[src/rtl/ss_signed_stream_decoder.sv]
// rtl/ss_signed_stream_decoder.sv - windowed signed decoder for sign-magnitude stochastic bitstreams
//
// Accumulates +1 (IN=1,SIGN_IN=0) / -1 (IN=1,SIGN_IN=1) over windows of
// 2^WINDOW_LOG2 cycles and presents each window total on a valid/ready output.
// A stability monitor raises CONVERGED once CONV_WINDOWS consecutive window
// results each differ from their predecessor by at most TOL.
//
// Ports:
//   CLK        clock, all state on rising edge
//   INIT_N     asynchronous active-low reset, release synchronised (2 flops)
//   EN         run enable; low aborts the current window
//   IN         stochastic magnitude bit
//   SIGN_IN    sign of IN (1 = negative)
//   VALUE_OUT  two's-complement window result, -2^W..+2^W
//   OUT_VALID  VALUE_OUT holds an unconsumed result
//   OUT_READY  consumer accepts VALUE_OUT
//   OVERRUN    sticky: a window result was dropped
//   CONVERGED  stability criterion met

module ss_signed_stream_decoder #(
    parameter int WINDOW_LOG2  = 8,
    parameter int TOL          = 2,
    parameter int CONV_WINDOWS = 4
) (
    input  logic                   CLK,
    input  logic                   INIT_N,
    input  logic                   EN,
    input  logic                   IN,
    input  logic                   SIGN_IN,
    output logic [WINDOW_LOG2+1:0] VALUE_OUT,
    output logic                   OUT_VALID,
    input  logic                   OUT_READY,
    output logic                   OVERRUN,
    output logic                   CONVERGED
);

    localparam int VW = WINDOW_LOG2 + 2;
    localparam int SW = $clog2(CONV_WINDOWS + 1);
    localparam logic [SW-1:0] STABLE_MAX = SW'(CONV_WINDOWS);
    localparam logic [VW:0]   TOL_V      = (VW+1)'(TOL);

    typedef enum logic {
        S_IDLE  = 1'b0,
        S_ACCUM = 1'b1
    } state_e;

    // Reset asserts immediately; release is delayed two edges so no state
    // flop sees INIT_N rising close to a clock edge.
    logic [1:0] rst_sync_q;
    logic       rst_n;

    always_ff @(posedge CLK or negedge INIT_N) begin
        if (!INIT_N) begin
            rst_sync_q <= 2'b00;
        end else begin
            rst_sync_q <= {rst_sync_q[0], 1'b1};
        end
    end

    assign rst_n = rst_sync_q[1];

    state_e                    state_q, state_d;
    logic signed [VW-1:0]      acc_q, acc_d;
    logic [WINDOW_LOG2-1:0]    cnt_q, cnt_d;
    logic signed [VW-1:0]      value_q, value_d;
    logic                      valid_q, valid_d;
    logic                      overrun_q, overrun_d;
    logic                      conv_q, conv_d;
    logic [SW-1:0]             stable_q, stable_d;
    logic signed [VW-1:0]      prev_q, prev_d;
    logic                      prev_valid_q, prev_valid_d;

    logic signed [VW-1:0]      sample;
    logic signed [VW-1:0]      win_sum;
    logic signed [VW:0]        diff;
    logic [VW:0]               abs_diff;
    logic                      terminal;

    always_comb begin
        sample = '0;
        if (IN) begin
            sample = SIGN_IN ? '1 : {{(VW-1){1'b0}}, 1'b1};
        end
    end

    // Result of a window that ends on this edge includes this edge's sample.
    assign win_sum  = acc_q + sample;
    assign terminal = (cnt_q == '1);
    assign diff     = $signed({win_sum[VW-1], win_sum}) - $signed({prev_q[VW-1], prev_q});
    assign abs_diff = diff[VW] ? $unsigned(-diff) : $unsigned(diff);

    always_comb begin
        state_d      = state_q;
        acc_d        = acc_q;
        cnt_d        = cnt_q;
        value_d      = value_q;
        valid_d      = valid_q;
        overrun_d    = overrun_q;
        conv_d       = conv_q;
        stable_d     = stable_q;
        prev_d       = prev_q;
        prev_valid_d = prev_valid_q;

        // Handshake runs in both states; a load below overrides the drop.
        if (valid_q && OUT_READY) begin
            valid_d = 1'b0;
        end

        if (!EN) begin
            state_d = S_IDLE;
            acc_d   = '0;
            cnt_d   = '0;
            if (state_q == S_ACCUM) begin
                stable_d     = '0;
                prev_valid_d = 1'b0;
                conv_d       = 1'b0;
                overrun_d    = 1'b0;
            end
        end else begin
            state_d = S_ACCUM;
            cnt_d   = cnt_q + 1'b1;
            if (terminal) begin
                acc_d = '0;
                if (!valid_q || OUT_READY) begin
                    value_d = win_sum;
                    valid_d = 1'b1;
                end else begin
                    overrun_d = 1'b1;
                end
                // A dropped result still participates in the stability check.
                if (prev_valid_q && (abs_diff <= TOL_V)) begin
                    stable_d = (stable_q == STABLE_MAX) ? stable_q : stable_q + 1'b1;
                end else begin
                    stable_d = '0;
                end
                conv_d       = (stable_d == STABLE_MAX);
                prev_d       = win_sum;
                prev_valid_d = 1'b1;
            end else begin
                acc_d = win_sum;
            end
        end
    end

    always_ff @(posedge CLK or negedge rst_n) begin
        if (!rst_n) begin
            state_q      <= S_IDLE;
            acc_q        <= '0;
            cnt_q        <= '0;
            value_q      <= '0;
            valid_q      <= 1'b0;
            overrun_q    <= 1'b0;
            conv_q       <= 1'b0;
            stable_q     <= '0;
            prev_q       <= '0;
            prev_valid_q <= 1'b0;
        end else begin
            state_q      <= state_d;
            acc_q        <= acc_d;
            cnt_q        <= cnt_d;
            value_q      <= value_d;
            valid_q      <= valid_d;
            overrun_q    <= overrun_d;
            conv_q       <= conv_d;
            stable_q     <= stable_d;
            prev_q       <= prev_d;
            prev_valid_q <= prev_valid_d;
        end
    end

    assign VALUE_OUT = value_q;
    assign OUT_VALID = valid_q;
    assign OVERRUN   = overrun_q;
    assign CONVERGED = conv_q;

endmodule

[config.mk]
export PLATFORM = sky130hd
export DESIGN_NAME = ss_signed_stream_decoder
export DESIGN_NICKNAME = d
export VERILOG_FILES = /design/src/rtl/ss_signed_stream_decoder.sv
export SDC_FILE = /design/constraint.sdc
export NUM_CORES = 1
export LEC_CHECK = 0
export CAP_MARGIN = 20
export CORE_UTILIZATION = 64
export CTS_CLUSTER_SIZE = 30
export DETAILED_ROUTE_END_ITERATION = 12
export PLACE_DENSITY = 0.9
export SYNTH_ARGS = -nofsm -noshare
export SYNTH_HDL_FRONTEND = slang
export SYNTH_SLANG_ARGS = --single-unit
[constraint.sdc]
create_clock -name CLK -period 2.1 [get_ports CLK]
set_input_delay 0.21 -clock CLK [delete_from_list [all_inputs] [get_ports CLK]]
set_output_delay 0.21 -clock CLK [all_outputs]
set_load 0.03 [all_outputs]
==> run summary, run 1 <==
Row Count = 24
stop err = [ERROR DPL-0038] Utilization greater than 100%, impossible to legalize
die span in y = 70.0 um
routability congestion estimate = 0.888
synthesized net count = 346
top-count cell post-synth = dfrtp_1
Synth Area in XOR/XNOR = 0.0828
Seq cells post-synth = 48
ys flop type = dfrtp_1
Mapped Avg Cell Area = 9.17 um2
Initial Util = 0.671
largest net degree at the start of global routing = 35
detailed placement HPWL = 6260 um
Synth Area in Adders = 0.0743
compound-cell area share of the yosys netlist = 0.171
Post-Syn Area = 0.00296 mm2
status = aborted with a tool error
die width = 70.0 um
commonest cells in the netlist = dfrtp_1 (48), nor2_1 (32), nand2_1 (27)
Post-Place Cells = 457
Exit stage = 5_1_grt
Synthesis Warnings = 0
post-synthesis simple-gate area fraction = 0.194
total CTS buffers = 5
largest area contributor in the netlist = dfrtp_1
count of flip-flops with a built-in enable after synthesis = 0
worst endpoint type = register data pin
Clock Sinks = 48
CTS root buffer = clkbuf_8
top cell type's share of synthesized area = 0.405
# port buffers = 18
Worst Endpoint after GRT Repair = stable_q[0]$_DFFE_PN0P_/D
mux cell area share after synthesis = 0.0338
CTS H-tree lvls = 2
Ports = 19
synth unique cells = 54
Seq/Total Area, Yosys = 0.405
ranking of synthesized cells by area = dfrtp_1 (41%), ha_1 (6.8%), xnor2_1 (5.3%), nor2_1 (4.1%), nand2_1 (3.4%)
Async SR Flop Fraction = 1.00
Synth Instances = 323
combinational family with the most area after synthesis = simple AND/OR/NAND/NOR gates
CTS Buffer Depth = 2
timing repair:
item,CTS
buffers inserted,11
resized for setup,32
hold buffers,0
endpoints found under the setup margin,20
pin swaps,18
cloned,0
cells by family after synthesis:
family          after synthesis
simple gates                118
compound gates               73
flops                        48
buf+inv                      29
xor+xnor                     28
fa+ha+maj                    17
mux                           9
other cells                   1
metrics by stage:
step                      cell area [um2]  setup WS (ps)  utilization
after floorplan                      3040          -1660            -
after CTS                            4130          -2040        0.935
after global placement               3780          -2230        0.856
after detailed placement             3780          -2430        0.856
==> run 2, diff against run 1 <==
- CORE_UTILIZATION: 64 -> 40
- CTS_CLUSTER_SIZE: 30 -> unset
- PLACE_DENSITY: 0.9 -> unset
- PLACE_DENSITY_LB_ADDON: unset -> 0.15
==> run summary, run 2 <==
status = finished with violations (was aborted with a tool error)
failing checks = negative setup slack
CP bufs+invs = 3
final period utilization = 1.88
synth unique cells = 54 (unchanged)
Async SR Flop Fraction = 1.00 (unchanged)
routability congestion estimate = 0.907 (was 0.888)
Worst Setup Start Kind = flop
top-count cell post-synth = dfrtp_1 (unchanged)
WHS = 57.2 ps
Worst R2R Path Depth = 21
DRT Pass-1 Iters = 4
commonest cells in the netlist = dfrtp_1 (48), nor2_1 (32), nand2_1 (27) (unchanged)
commonest non-fill, non-tap cells in the layout = buf_4 (87), dfrtp_1 (47), nor2_1 (28), nand2_1 (26), inv_1 (22)
final layout net count = 451
CTS root buffer = clkbuf_8 (unchanged)
WP data arrival = 4140 ps
die area = 0.00776 mm2
CTS Buffer Depth = 2 (unchanged)
Clock Latency Late Sink = 300 ps
ant diodes = 0
Final ANT Viol Nets = 0
top cell type's share of synthesized area = 0.405 (unchanged)
initial DRC count = 80
Mapped Avg Cell Area = 9.17 um2 (unchanged)
Critical Setup Path Class = reg -> reg
Slew Limit Headroom = 0.659
vias = 2683
Routed Wire Length = 7170 um
CTS clk-pin slew, worst paths = 90 ps
first-pass GRT wire length = 12000 um
Worst setup EP type = flop
PnR worst setup slack = -1850 ps
Post-Syn Area = 0.00296 mm2 (unchanged)
commonest non-fill, non-tap cell in the layout = buf_4
largest area contributor in the netlist = dfrtp_1 (unchanged)
antenna violations before repair = 0
Initial Util = 0.411 (was 0.671)
Post-Place Cells = 508 (was 457)
RR Startpoint = acc_q[1]$_DFF_PN0_
ys flop type = dfrtp_1 (unchanged)
Row Count = 31 (was 24)
Synthesis Warnings = 0 (unchanged)
Post-route DRC = 0
Seq cells post-synth = 48 (unchanged)
largest net degree at the start of global routing = 41
skew final = 8.19 ps
Hold WC Path Type = in -> async
# setup viols final = 10
total CTS buffers = 5 (unchanged)
routed vias/inst = 5.08
die span in y = 88.1 um (was 70.0 um)
critical path fanouts, max = 4
Critical Path RT = 2290 ps
Worst Tran Pin Value = 512 ps
synthesized net count = 346 (unchanged)
vias in the first global route = 2656
Critical Path Max Stage Delay = 400 ps
CORE AREA = 0.00721 mm2
CP delay by family, top = compound AO/OA/AOI/OAI gates
r2r setup slk = -1850 ps
Fin. Hold Viols = 0
Clock Sinks = 48 (unchanged)
die width = 88.1 um (was 70.0 um)
Synth Instances = 323 (unchanged)
detailed placement HPWL = 5200 um (was 6260 um)
CTS tree = built
CTS H-tree lvls = 2 (unchanged)
Filler cells = 647
Final Non-Filler Cells = 528
P&R area growth vs syn = 46.5%
count of flip-flops with a built-in enable after synthesis = 0 (unchanged)
ranking of synthesized cells by area = dfrtp_1 (41%), ha_1 (6.8%), xnor2_1 (5.3%), nor2_1 (4.1%), nand2_1 (3.4%) (unchanged)
gr usage total = 0.199
Worst R2R End = stable_q[0]$_DFFE_PN0P_
fin crit period = 3950 ps
fraction of layout cells with a size suffix above 1 = 0.387
FF+latch area = 0.00120 mm2
Leak = 2.01 nW
# port buffers = 18 (unchanged)
GR Overflow Total = 0
Max-cap violations = 0
Ports = 19 (unchanged)
pwr/cell area = 780 mW/mm2
max-slew violation count = 0
fmax = 0.253 GHz
Crit path top cell by count = nor2_2
WL/cell = 13.6 um
unrepaired setup endpoints after global routing = yes
Seq/Total Area, Yosys = 0.405 (unchanged)
CP max-delay cell = dfrtp_1
critical path, cell by cell = buf_4, a22oi_2, o22ai_2, nor2_2, a21oi_2, a21o_1, a31oi_2, a2bb2oi_2, xor2_1, inv_1, ha_4, nor2b_4, nor3_2, a21boi_2, nor2_2, buf_4, o2111a_1, a31o_2, o21ai_4, nor2_2, a221o_1
Multi-input gate area = 0.00200 mm2
Peak VDD IR = 0.000354 V
Finished Core Util = 0.601
==> run 2: cell counts after synthesis <==
No cell type changed its count.
==> run 2: area by class of cell <==
type | count | area share
multi-input combinational | 246 | 0.461
sequential | 48 | 0.277
timing repair buffer | 105 | 0.192
tap | 99 | 0.0285
clock buffer | 6 | 0.0190
inverter | 22 | 0.0190
clock inverter | 2 | 0.00317
==> run 2: per-layer routing <==
| layer | GRT usage | wire length [um] | share of wire |
|---|---|---|---|
| met1 | 0.254 | 3280 | 0.46 |
| met2 | 0.349 | 3620 | 0.51 |
| met3 | 0.0349 | 204 | 0.028 |
| met4 | 0.0484 | 61 | 0.0085 |
| met5 | 0 | 0 | 0 |
==> run 2: kinds of logic after synthesis <==
kind of cell / Yosys count / share of synthesized area
other: 1 / 0.00127
muxes: 9 / 0.0338
adders and majority gates: 17 / 0.0743
xor gates and xnor gates: 28 / 0.0828
AOI/OAI and AO/OA: 73 / 0.171
buffers and inverters: 29 / 0.0367
and+or+nand+nor: 118 / 0.194
DFF: 48 / 0.405
==> run 2: metrics by stage <==
stage          instance area (um2)  setup TNS [ps]  setup slack [ps]  total power, W
3_5_place_dp                  3870          -13880             -2330         0.00243
3_3_place_gp                  3870          -13300             -2320         0.00242
5_1_grt                       4340           -9250             -2020         0.00360
4_1_cts                       4160           -8350             -1930         0.00326
2_1_floorplan                 3040           -6550             -1660         0.00181
6_report                      4340           -7770             -1850         0.00338
==> run 2: worst max-delay path by stage <==
| stage | to | start | slack, ps | cells after the start |
|---|---|---|---|---|
| 6_report | stable_q[0]$_DFFE_PN0P_ | acc_q[1]$_DFF_PN0_ | -1850 | 21 |
| 3_5_place_dp | stable_q[2]$_DFFE_PN0P_ | IN | -2330 | 21 |
| 5_1_grt | stable_q[0]$_DFFE_PN0P_ | acc_q[1]$_DFF_PN0_ | -2020 | 22 |
| 4_1_cts | stable_q[2]$_DFFE_PN0P_ | acc_q[0]$_DFF_PN0_ | -1930 | 20 |
| 3_3_place_gp | stable_q[2]$_DFFE_PN0P_ | IN | -2320 | 21 |
| 2_1_floorplan | stable_q[2]$_DFFE_PN0P_ | acc_q[0]$_DFF_PN0_ | -1660 | 20 |
==> run 2: where the power goes <==
group	internal [W]	leakage (nW)	switching [W]	total (W)
Sequential	0.000963	0.616	0.0000450	0.00101
Combinational	0.000921	1.34	0.000854	0.00178
Clock	0.000270	0.0516	0.000329	0.000599
==> run 2: what timing repair did <==
action / in CTS / in global routing
pin swaps: 25 / 20
setup endpoints to repair: 12 / 17
resized for setup: 25 / 33
hold buffers: 0 / 0
setup buffers: 16 / 1
endpoints found under the hold margin: 0 / 0
(Power assumes the default switching activity.)
